## config.mk

```make
export PLATFORM = sky130hd
export DESIGN_NAME = nl_output_vc_tracker_flat
export DESIGN_NICKNAME = d
export VERILOG_FILES = /design/src/rtl/nl_output_vc_tracker_if.sv /design/src/rtl/nl_output_vc_tracker.sv /design/src/flat_wrapper.sv
export SDC_FILE = /design/constraint.sdc
export NUM_CORES = 1
export LEC_CHECK = 0
export ABC_AREA = 0
export BUFFER_PORTS_ARGS = -buffer_cell sky130_fd_sc_hd__buf_4
export CORE_MARGIN = 5
export CORE_UTILIZATION = 60
export CTS_CLUSTER_SIZE = 12
export DETAILED_ROUTE_END_ITERATION = 8
export PLACE_DENSITY = 0.82
export SLEW_MARGIN = 5
export SYNTH_ARGS = -nofsm -noshare
export SYNTH_HDL_FRONTEND = slang
export SYNTH_SLANG_ARGS = --single-unit
```

## constraint.sdc

```tcl
create_clock -name clk -period 2.4 [get_ports clk]
set_input_delay 0.12 -clock clk [delete_from_list [all_inputs] [get_ports clk]]
set_output_delay 0.12 -clock clk [all_outputs]
set_load 0.02 [all_outputs]
```

## src/rtl/nl_output_vc_tracker_if.sv

```systemverilog
// Per-output-VC control bundle between the VC allocator/switch side (master)
// and the output VC tracker (slave).
interface nl_output_vc_tracker_if #(
  parameter int np = 5,
  parameter int nv = 2
);
  logic [np-1:0][nv-1:0] alloc;
  logic [np-1:0][nv-1:0] flit_sent;
  logic [np-1:0][nv-1:0] tail_sent;
  logic [np-1:0][nv-1:0] credit_in;
  logic [np-1:0][nv-1:0] vc_status;
  logic [np-1:0][nv-1:0] credit_ok;
  logic                  error;

  modport master (
    output alloc, flit_sent, tail_sent, credit_in,
    input  vc_status, credit_ok, error
  );

  modport slave (
    input  alloc, flit_sent, tail_sent, credit_in,
    output vc_status, credit_ok, error
  );
endinterface

```

## src/rtl/nl_output_vc_tracker.sv

```systemverilog
// Output VC state and credit tracker feeding the VC allocator's free vector.
// Define NL_VC_ATOMIC_REALLOC_EN to hold a released VC until its downstream buffer drains.
module nl_output_vc_tracker #(
  parameter int np      = 5,
  parameter int nv      = 2,
  parameter int buf_len = 4
) (
  input  logic                    clk,
  input  logic                    rst_n,
  nl_output_vc_tracker_if.slave   bus
);

  localparam int cw = $clog2(buf_len + 1);
  localparam logic [cw-1:0] full_c = cw'(buf_len);
  localparam logic [cw:0]   full_w = (cw + 1)'(buf_len);

  typedef enum logic [1:0] {
    FREE     = 2'd0,
    ACTIVE   = 2'd1,
    DRAINING = 2'd2
  } vc_state_e;

  vc_state_e             state   [np][nv];
  vc_state_e             st_nxt  [np][nv];
  logic [cw-1:0]         cnt     [np][nv];
  logic [cw-1:0]         cnt_nxt [np][nv];
  logic [cw:0]           sum     [np][nv];
  logic [np-1:0][nv-1:0] vs_nxt;
  logic [np-1:0][nv-1:0] ok_nxt;
  logic                  err_any;

  always_comb begin
    // NOTE: every comb output gets a default before the loop so no path leaves it unassigned (no latch).
    err_any = 1'b0;
    vs_nxt  = '0;
    ok_nxt  = '0;
    for (int p = 0; p < np; p++) begin
      for (int v = 0; v < nv; v++) begin
        st_nxt[p][v]  = state[p][v];
        cnt_nxt[p][v] = cnt[p][v];
        // One guard bit so an over-return is visible before saturation.
        sum[p][v] = {1'b0, cnt[p][v]} + {{cw{1'b0}}, bus.credit_in[p][v]};

        if (bus.flit_sent[p][v]) begin
          if (sum[p][v] == '0) begin
            err_any       = 1'b1;
            cnt_nxt[p][v] = '0;
          end else begin
            cnt_nxt[p][v] = cw'(sum[p][v] - 1'b1);
          end
        end else if (sum[p][v] > full_w) begin
          err_any       = 1'b1;
          cnt_nxt[p][v] = full_c;
        end else begin
          cnt_nxt[p][v] = cw'(sum[p][v]);
        end

        case (state[p][v])
          FREE: begin
            if (bus.alloc[p][v])     st_nxt[p][v] = ACTIVE;
            if (bus.flit_sent[p][v]) err_any = 1'b1;
          end
          ACTIVE: begin
            if (bus.alloc[p][v]) err_any = 1'b1;
            if (bus.flit_sent[p][v] && bus.tail_sent[p][v]) begin
`ifdef NL_VC_ATOMIC_REALLOC_EN
              st_nxt[p][v] = (cnt_nxt[p][v] == full_c) ? FREE : DRAINING;
`else
              st_nxt[p][v] = FREE;
`endif
            end
          end
          DRAINING: begin
            // The packet has already left; any further flit or grant here is a protocol slip.
            if (bus.alloc[p][v] || bus.flit_sent[p][v]) err_any = 1'b1;
            if (cnt_nxt[p][v] == full_c) st_nxt[p][v] = FREE;
          end
          default: st_nxt[p][v] = FREE;
        endcase

        vs_nxt[p][v] = (st_nxt[p][v] == FREE);
        ok_nxt[p][v] = (cnt_nxt[p][v] != '0);
      end
    end
  end

  // NOTE: state and counters are plain per-VC flops, not a RAM, so all of them are reset.
  always_ff @(posedge clk) begin
    if (!rst_n) begin
      for (int p = 0; p < np; p++) begin
        for (int v = 0; v < nv; v++) begin
          state[p][v] <= FREE;
          cnt[p][v]   <= full_c;
        end
      end
      bus.vc_status <= '1;
      bus.credit_ok <= '1;
      bus.error     <= 1'b0;
    end else begin
      // NOTE: non-blocking assignments so every flop samples the pre-edge values.
      for (int p = 0; p < np; p++) begin
        for (int v = 0; v < nv; v++) begin
          state[p][v] <= st_nxt[p][v];
          cnt[p][v]   <= cnt_nxt[p][v];
        end
      end
      bus.vc_status <= vs_nxt;
      bus.credit_ok <= ok_nxt;
      bus.error     <= bus.error | err_any;
    end
  end

endmodule
```

## src/flat_wrapper.sv

```systemverilog
// flat-port wrapper written by rule: the top's interface ports become plain ports
module nl_output_vc_tracker_flat 
#(
  parameter int np      = 5,
  parameter int nv      = 2,
  parameter int buf_len = 4
)
  (clk, rst_n, bus_alloc, bus_flit_sent, bus_tail_sent, bus_credit_in, bus_vc_status, bus_credit_ok, bus_error);
  nl_output_vc_tracker_if #(.np(np), .nv(nv)) bus_i ();
  input  logic clk;
  input  logic rst_n;
  input wire logic [$bits(bus_i.alloc)-1:0] bus_alloc;
  input wire logic [$bits(bus_i.flit_sent)-1:0] bus_flit_sent;
  input wire logic [$bits(bus_i.tail_sent)-1:0] bus_tail_sent;
  input wire logic [$bits(bus_i.credit_in)-1:0] bus_credit_in;
  output wire logic [$bits(bus_i.vc_status)-1:0] bus_vc_status;
  output wire logic [$bits(bus_i.credit_ok)-1:0] bus_credit_ok;
  output wire logic [$bits(bus_i.error)-1:0] bus_error;
  assign bus_i.alloc = bus_alloc;
  assign bus_i.flit_sent = bus_flit_sent;
  assign bus_i.tail_sent = bus_tail_sent;
  assign bus_i.credit_in = bus_credit_in;
  assign bus_vc_status = bus_i.vc_status;
  assign bus_credit_ok = bus_i.credit_ok;
  assign bus_error = bus_i.error;
  nl_output_vc_tracker #(.np(np), .nv(nv), .buf_len(buf_len)) u_core (.clk(clk), .rst_n(rst_n), .bus(bus_i));
endmodule
```

==> results of run 1 <==
cell type report:
type                    count  area share
multi-input cells         565      0.6035
flip-flops and latches     71      0.2341
repair buffers             65     0.08036
inverters                  46     0.02844
clock buffers              12     0.02390
well taps                 108     0.02225
clock inverters             4    0.007418
timing repair:
| action | in CTS | in global routing |
|---|---|---|
| resized for setup | 0 | 1 |
| endpoints found under the setup margin | 0 | 1 |
| setup buffers | 0 | 0 |
power by group through the flow:
| stage | Clock, uW | Sequential [uW] | Combinational (uW) |
|---|---|---|---|
| after detailed placement | 0 | 1400 | 1140 |
| after global routing | 1050 | 1390 | 1290 |
| after CTS | 993 | 1380 | 1150 |
| after floorplan | 0 | 1420 | 829 |
| after global placement | 0 | 1400 | 1100 |
| final | 970 | 1380 | 1160 |
metal layers:
layer  vias to the layer above  track usage  routed length (um)
met1                      2368       0.2629                5276
met4                         0      0.06941                 139
met2                       119       0.3687                5968
met3                        15      0.03699                 585
met5                         -            0                   0
li1                       2601            -                   -
stage by stage:
| step | utilization | cell area [um2] | hold WS (ns) |
|---|---|---|---|
| after global placement | 0.6737 | 5876 | 0.4121 |
| after global routing | 0.6963 | 6072 | 0.05747 |
| after detailed placement | 0.6737 | 5876 | 0.4226 |
| after floorplan | - | 5393 | 0.2713 |
| after CTS | 0.6956 | 6066 | 0.05192 |
| final | 0.6963 | 6072 | 0.05975 |
registers in the layout, indices dropped and copies added (netlist names):
name	cells
u_core.bus.credit_ok	10
u_core.bus.error	1
u_core.bus.vc_status	10
u_core.cnt	30
u_core.state	20
Yosys cell counts, types with 5 or more instances:
cell type   n
a21o_1     10
a21oi_1    62
a221o_1     7
a22o_1      6
a22oi_1     9
a31oi_1     5
and2_1     15
buf_2       6
clkbuf_1   19
dfxtp_1    71
ha_1       60
inv_1      46
nand2_1    78
nand2b_1   27
nand3_1     8
nand3b_1    8
nor2_1     62
nor2b_1    21
nor3_1     12
nor3b_1    10
o211ai_1   11
o21a_1      5
o21ai_0    64
o22ai_1     9
or2_2       5
worst reg2reg max path, stage by stage, from the launching register on:
cell     delay [ns]
dfxtp_1        0.31
ha_1           0.19
ha_1           0.36
nor2_1         0.24
o21ai_0        0.11
a21oi_1        0.15
nor2_1         0.05
or3_1          0.35
o41a_1         0.36
kinds of logic (layout without fill, tap and decap cells):
logic type,after synthesis,in the layout
AO/OA/AOI/OAI,222,222
adder cells (fa/ha/maj),64,64
XOR/XNOR,6,6
AND/OR/NAND/NOR,270,270
flip-flops,71,71
buffers and inverters,75,127
multiplexers,3,3
final timing paths:
kind                                      start                            end  slack, ns  depth (start not counted)
setup / recovery   u_core.cnt[0][21]$_SDFF_PN0_    u_core.bus.error$_SDFF_PN0_       0.16                          8
hold / removal                     bus_alloc[4]  u_core.state[2][2]$_SDFF_PN0_       0.06                          3
setup reg to reg   u_core.cnt[0][21]$_SDFF_PN0_    u_core.bus.error$_SDFF_PN0_       0.16                          8
hold reg to reg   u_core.state[3][3]$_SDFF_PN0_  u_core.state[3][3]$_SDFF_PN0_       0.54                          2
==> impl_metrics.json, run 1 <==
{
  "ys_top_cells_by_area": "dfxtp_1, ha_1, o21ai_0, a21oi_1, nand2_1",
  "die_y_um": 104.8,
  "dp_slack_ns": 0.02566,
  "skew_ns": 0.006270,
  "overflow": 0,
  "yosysSeqAreaShare": 0.2636,
  "seq_area_um2": 1421,
  "place_inst": 855,
  "drt_first_pass_iters": 5,
  "dp_hpwl_um": 9069,
  "hold_class": "in -> reg",
  "synthFlopType": "dfxtp_1",
  "avgSynthCellArea_um2": 7.585,
  "drv_slew": 0,
  "ant_nets": 0,
  "grt_usage": 0.2113,
  "synth_top_family_by_area": "compound AO/OA/AOI/OAI gates",
  "synth_cell_types": 60,
  "cts_buffers": 9,
  "die_area_um2": 10980,
  "min_period_ns": 2.236,
  "cap_violations": 0,
  "routedWlPerCell_um": 13.74,
  "grt_first_pass_wirelength_um": 20240,
  "route.vias.total": 5103,
  "clk_pin_slew_ns": 0.08,
  "vias_per_cell": 5.859,
  "drt_iter0_drc": 225,
  "nets": 860,
  "cpPeakStageDelay_ns": 0.36,
  "combPwrFrac": 0.330,
  "final_common_cell": "nand2_1",
  "cp_max_fo": 5,
  "grt_antenna_before_repair": 0,
  "synth_warnings": 0,
  "numPortBuffers": 62,
  "async_flop_share": 0,
  "multiInputGateArea_um2": 3665,
  "netlist.area_leader.share": 0.2636,
  "yosys.area_share.simple": 0.2529,
  "synth_edf_count": 0,
  "cp.arrival_ns": 2.47,
  "critical_path_class": "reg -> reg",
  "final_cells": 871,
  "finalWirelength_um": 11970,
  "num_io_pins": 63,
  "setup_tns_ns": 0,
  "worstMarginPinSlew_ns": 0.4033,
  "cp-start-kind": "flop",
  "p_switching_uw": 1197,
  "p_leak_uw": 0.002692,
  "rows": 34,
  "synthXorXnorAreaFrac": 0.009745,
  "synth_top_area_cell": "dfxtp_1",
  "muxShareOfSynthArea": 0.005800,
  "crit_buf_inv": 0,
  "clkPwrFrac": 0.277,
  "layout-drive-gt1-share": 0.1258,
  "p_per_area_nw_per_um2": 577.3,
  "status": "complete, no violations",
  "finalSetupViolations": 0,
  "clk_latency_ns": 0.35,
  "cts_tree": "yes",
  "synth_compound_area_frac": 0.2633,
  "start_util": 0.6184,
  "swShare": 0.3415,
  "diodes": 0,
  "max_freq_mhz": 447.3,
  "path_cells": "ha_1, ha_1, nor2_1, o21ai_0, a21oi_1, nor2_1, or3_1, o41a_1",
  "grt_pass1_vias": 4681,
  "syn_area_um2": 5393,
  "rsz0062_at_grt": "no",
  "pwr-share-seq": 0.393,
  "max_slew_margin": 0.7308,
  "post-route-period-util": 0.9316,
  "core-area_um2": 8721,
  "cts_num_sinks": 71,
  "die_w_um": 104.8,
  "critPathRequiredTime_ns": 2.63,
  "synth_adder_area_share": 0.1466,
  "slowest_stage": "ha_1",
  "ctsHoldBuffers": 0,
  "h-tree-depth": 3,
  "final_cell_mix": "nand2_1, dfxtp_1, buf_4, o21ai_0",
  "root_buffer": "clkbuf_8",
  "syn2layout_area_growth_pct": 12.60,
  "power_uw": 3506,
  "worstSetupEndpointType": "flop",
  "grt_max_degree": 38,
  "p_int_uw": 2309,
  "ir_worst_vdd_v": 0.0002926,
  "fill_cells": 688,
  "synth_nets": 813,
  "worst_slack_ns": 0.1641,
  "gp_congestion": 0.8874,
  "critical_path.top_delay_family": "simple AND/OR/NAND/NOR gates",
  "finalHoldViolCount": 0,
  "synth.ff_latch_count": 71,
  "drc_errors": 0,
  "syn_inst": 711,
  "clock_path_buffers": 2
}
Power figures use the tool's default switching activity.
==> inputs of run 2 (changes only) <==
ABC_AREA = 1   (was 0)
CORE_UTILIZATION = 59   (was 60)
PLACE_DENSITY = 0.81   (was 0.82)
==> run 2 against run 1 <==
Clock power rose by 12%. Non-clock buffer count shrank 1. Worst setup slack improved by 0.34 ns. Area after synthesis decreased by 3.8%. Clock-buffer cell count shrank 1. Flip-flop and latch count unchanged. Die area decreased by 2.0%. Critical path type unchanged. Highest routed layer unchanged.
==> impl_metrics.json, run 2 <==
{
  "worstMarginPinSlew_ns": 0.3981,
  "hold_class": "in -> reg",
  "ys_top_cells_by_area": "dfxtp_1, nand2_1, ha_1, inv_1, nor2_1",
  "clock_path_buffers": 2,
  "finalHoldViolCount": 0,
  "die_w_um": 103.8,
  "min_period_ns": 1.892,
  "die_area_um2": 10770,
  "overflow": 0,
  "synth_cell_types": 26,
  "grt_pass1_vias": 5021,
  "synth_top_area_cell": "dfxtp_1",
  "netlist.area_leader.share": 0.2741,
  "vias_per_cell": 5.066,
  "synth_nets": 931,
  "final_cell_mix": "nand2_1, inv_1, nor2_1, dfxtp_1, buf_4",
  "cp.arrival_ns": 2.12,
  "max_freq_mhz": 528.6,
  "drc_errors": 0,
  "synth_warnings": 0,
  "fill_cells": 773,
  "postCtsSetupBuffers": 0,
  "clk_pin_slew_ns": 0.07,
  "grt_antenna_before_repair": 0,
  "cp_max_fo": 3,
  "finalWirelength_um": 11620,
  "avgSynthCellArea_um2": 6.256,
  "largest_reg_flops": 30,
  "grt_first_pass_wirelength_um": 20370,
  "hold_ws_ns": 0.04476,
  "start_util": 0.6006,
  "power_uw": 4059,
  "rsz0062_at_grt": "no",
  "ant_nets": 0,
  "gp_congestion": 0.9033,
  "yosysSeqAreaShare": 0.2741,
  "reg_top3": "u_core.cnt (30), u_core.state (20)",
  "nets": 999,
  "core-area_um2": 8636,
  "grt_usage": 0.2169,
  "final_core_util": 0.6956,
  "async_flop_share": 0,
  "h-tree-depth": 3,
  "cts_buffers": 9,
  "cts_resized": 0,
  "routedWlPerCell_um": 11.50,
  "yosysMostFrequentCell": "nand2_1",
  "p_leak_uw": 0.003429,
  "cp-start-kind": "flop",
  "syn_area_um2": 5186,
  "post-route-period-util": 0.7882,
  "p_per_area_nw_per_um2": 675.7,
  "diodes": 0,
  "die_y_um": 103.8,
  "postLayoutCellArea_um2": 6007,
  "root_buffer": "clkbuf_8",
  "final_common_cell": "nand2_1",
  "cts_num_sinks": 71,
  "dp_hpwl_um": 9262,
  "worstSetupEndpointType": "flop",
  "numPortBuffers": 62,
  "skew_ns": 0.009076,
  "synthFlopType": "dfxtp_1",
  "setup_tns_ns": 0,
  "layout-drive-gt1-share": 0.1264,
  "route.vias.total": 5117,
  "max_slew_margin": 0.7330,
  "cts_tree": "yes",
  "critical_path_class": "reg -> reg",
  "dpl_cell_area_um2": 5776,
  "synth_common_cells": "nand2_1, inv_1, nor2_1, dfxtp_1, ha_1",
  "syn2layout_area_growth_pct": 15.83,
  "synth.ff_latch_count": 71,
  "synth_edf_count": 0,
  "drt_iter0_drc": 222,
  "num_io_pins": 63,
  "status": "complete, no violations",
  "grt_max_degree": 27,
  "clk_latency_ns": 0.35,
  "cap_violations": 0,
  "finalSetupViolations": 0,
  "drv_slew": 0,
  "critPathRequiredTime_ns": 2.63,
  "drt_first_pass_iters": 5,
  "largest-register": "u_core.cnt",
  "ir_worst_vdd_v": 0.0004395,
  "ctsHoldBuffers": 0,
  "rows": 34,
  "syn_inst": 829
}
-- run 2: through the flow --
step | setup slack (ns) | std cells
4_1_cts | 0.5174 | 1010
3_5_place_dp | 0.5455 | 994
6_report | 0.5083 | 1010
2_1_floorplan | 0.7302 | 829
3_3_place_gp | 0.5984 | 994
5_1_grt | 0.3008 | 1010
-- run 2: layout make-up --
type | count | area (um2) | share of cell area
Tap cell | 108 | 135.1 | 0.02250
Multi-Input combinational cell | 602 | 3179 | 0.5293
Sequential cell | 71 | 1421 | 0.2366
Timing Repair Buffer | 64 | 480.5 | 0.07998
Clock buffer | 11 | 151.4 | 0.02520
Inverter | 149 | 559.3 | 0.09311
Clock inverter | 5 | 80.08 | 0.01333
-- run 2: cell families after synthesis --
group | synth area share
adders and majority gates | 0.1448
AOI/OAI and AO/OA | 0.08685
and+or+nand+nor | 0.3814
DFF | 0.2741
buffers and inverters | 0.1129
-- run 2: per-layer routing --
| layer | routed length, um | vias up | track usage | part of all wire |
|---|---|---|---|---|
| met5 | 0 | - | 0 | 0 |
| met3 | 444 | 18 | 0.03234 | 0.038 |
| met4 | 214 | 0 | 0.07956 | 0.018 |
| met1 | 5027 | 2296 | 0.2436 | 0.43 |
| li1 | - | 2702 | - | - |
| met2 | 5929 | 101 | 0.4089 | 0.51 |
-- run 2: path summary, 6_finish.rpt --
check,slack (ns),cells after the start,startpoint,endpoint
max,0.51,13,u_core.cnt[0][12]$_SDFF_PN0_,u_core.state[2][1]$_SDFF_PN0_
min,0.04,3,bus_flit_sent[6],u_core.bus.credit_ok[6]$_SDFF_PN1_
max reg2reg,0.51,13,u_core.cnt[0][12]$_SDFF_PN0_,u_core.state[2][1]$_SDFF_PN0_
min reg2reg,0.63,4,u_core.state[3][1]$_SDFF_PN0_,u_core.state[3][1]$_SDFF_PN0_
-- run 2: report_power, final --
| group | internal, uW | total [uW] | switching [uW] |
|---|---|---|---|
| Sequential | 1340 | 1440 | 102 |
| Clock | 640 | 1090 | 454 |
| Combinational | 563 | 1530 | 966 |
| Total | 2540 | 4060 | 1520 |
-- run 2: critical path, stage by stage, from the launching register on --
cell	delay [ns]
dfxtp_1	0.32
ha_1	0.20
ha_1	0.30
inv_1	0.06
nand2_1	0.08
nand3_1	0.11
nand2_1	0.14
nor2_1	0.08
a21oi_2	0.15
nand3_1	0.11
nand2_1	0.07
nand2_1	0.07
nand2_1	0.06
nor2_1	0.03
==> inputs of run 3 (changes only) <==
clock period = 1.9 ns   (was 2.4 ns; I/O delays follow)
==> run 3 against run 2 <==
Hold slack worse by 0.034 ns. Register-to-register slack worse by 0.39 ns. First-iteration DRC count is 4.5% lower. Worst setup slack worse by 0.39 ns. Clock skew is 0.0014 ns lower. Largest cell class unchanged. Non-clock buffer count is 7 higher. Critical path type unchanged.
==> impl_metrics.json, run 3 (synthesis gave the netlist of run 2 again) <==
{
  "drc_errors": 0,
  "grt_first_pass_wirelength_um": 20510,
  "drt_iter0_drc": 212,
  "core-area_um2": 8636,
  "clk_latency_ns": 0.35,
  "post-route-period-util": 0.9362,
  "gp_congestion": 0.9064,
  "cap_violations": 0,
  "finalHoldViolCount": 0,
  "worstMarginPinSlew_ns": 0.3818,
  "grt_antenna_before_repair": 0,
  "p_per_area_nw_per_um2": 834.3,
  "rows": 34,
  "die_w_um": 103.8,
  "ant_nets": 0,
  "grt_max_degree": 27,
  "power_uw": 5190,
  "cts_tree": "yes",
  "dp_slack_ns": 0.06213,
  "cp.arrival_ns": 2.02,
  "finalWirelength_um": 12090,
  "root_buffer": "clkbuf_8",
  "start_util": 0.6006,
  "hold_class": "in -> reg",
  "die_area_um2": 10770,
  "critical_path_class": "reg -> reg",
  "cp-start-kind": "flop",
  "grt_pass1_vias": 5003,
  "worstSetupEndpointType": "flop",
  "critical_path.top_delay_family": "simple AND/OR/NAND/NOR gates",
  "min_period_ns": 1.779,
  "nets": 1006,
  "clock_path_buffers": 2,
  "cp_max_fo": 3,
  "grt_usage": 0.2194,
  "drt_first_pass_iters": 5,
  "max_freq_mhz": 562.2,
  "final_cells": 1017,
  "final_core_util": 0.7204,
  "drv_slew": 0,
  "reg_top3": "u_core.cnt (30), u_core.state (20)",
  "numPortBuffers": 62,
  "routedWlPerCell_um": 11.89,
  "place_inst": 995,
  "overflow": 0,
  "final_common_cell": "nand2_1",
  "ir_worst_vdd_v": 0.0005208,
  "crit_buf_inv": 2,
  "layout-drive-gt1-share": 0.1947,
  "die_y_um": 103.8,
  "max_slew_margin": 0.7439,
  "cts_buffers": 9,
  "skew_ns": 0.007668,
  "final_cell_mix": "nand2_1, inv_1, nor2_1, buf_4, dfxtp_1",
  "finalSetupViolations": 0,
  "num_io_pins": 63,
  "p_leak_uw": 0.003449,
  "critPathRequiredTime_ns": 2.14,
  "cpPeakStageDelay_ns": 0.31,
  "cpMostUsedCell": "nand2_1",
  "largest_reg_flops": 30,
  "largest-register": "u_core.cnt",
  "cts_num_sinks": 71,
  "vias_per_cell": 5.139,
  "h-tree-depth": 3,
  "slowest_stage": "ha_1",
  "diodes": 0,
  "worst_slack_ns": 0.1211,
  "route.vias.total": 5226,
  "status": "complete, no violations",
  "dp_hpwl_um": 9107,
  "path_cells": "ha_1, ha_1, inv_2, nand2_2, inv_2, nand3_1, nand2_1, nand2_1, nand2_1, nand3_2, nand2_1, nand2_1, nand2_1, nor2_1",
  "syn2layout_area_growth_pct": 19.95,
  "clk_pin_slew_ns": 0.07
}
-- run 3: cell count changes in the layout (fill, tap and decap cells not counted), sizes merged --
cell,previous run,this run
buf,64,71
bufinv,2,1
clkbuf,11,12
clkinv,2,4
clkinvlp,2,0
-- run 3: metrics by stage --
step                      setup TNS [ns]  hold WS, ns  instance area [um2]
after floorplan                        0       0.2255                 5186
after global placement                 0       0.3723                 5783
after detailed placement               0       0.3749                 5783
after CTS                              0     0.009323                 5973
after global routing            -0.06472      0.03136                 6221
final                                  0      0.01114                 6221
-- run 3: worst min-delay path: cells and delay by family --
family          cells  cell delay (ns)
compound gates      1             0.07
buf+inv             1             0.11
simple gates        1             0.06
-- run 3: area by class of cell --
cell class | count | area [um2]
timing repair buffer | 71 | 533.0
multi-input combinational | 602 | 3378
inverter | 149 | 559.3
fill | 730 | 2415
clock inverter | 4 | 45.04
clock buffer | 12 | 145.1
tap | 108 | 135.1
sequential | 71 | 1425
-- run 3: final timing paths --
path / startpoint / end / slack [ns] / depth (start not counted)
worst min register to register: u_core.state[0][3]$_SDFF_PN0_ / u_core.state[0][3]$_SDFF_PN0_ / 0.60 / 4
worst min-delay path: bus_flit_sent[6] / u_core.bus.credit_ok[6]$_SDFF_PN1_ / 0.01 / 3
worst max-delay path: u_core.cnt[0][24]$_SDFF_PN0_ / u_core.state[4][0]$_SDFF_PN0_ / 0.12 / 14
worst max register to register: u_core.cnt[0][24]$_SDFF_PN0_ / u_core.state[4][0]$_SDFF_PN0_ / 0.12 / 14
-- run 3: metal layers --
metal	track usage	up-vias	share of wire
li1	-	2714	-
met1	0.2527	2344	0.42
met2	0.3975	139	0.51
met3	0.04291	29	0.043
met4	0.08233	0	0.027
met5	0	-	0
-- run 3: power breakdown --
part           leakage [uW]  internal (uW)  switching (uW)
Combinational       0.00276            841            1320
Sequential         0.000588           1690             146
Clock              0.000100            637             554
Total               0.00345           3170            2020
-- run 3: timing repair --
item | 4_1_cts | 5_1_grt
buffers inserted | 0 | 6
endpoints found under the setup margin | 0 | 31
hold buffers | 0 | 0
gates resized for setup | 0 | 60
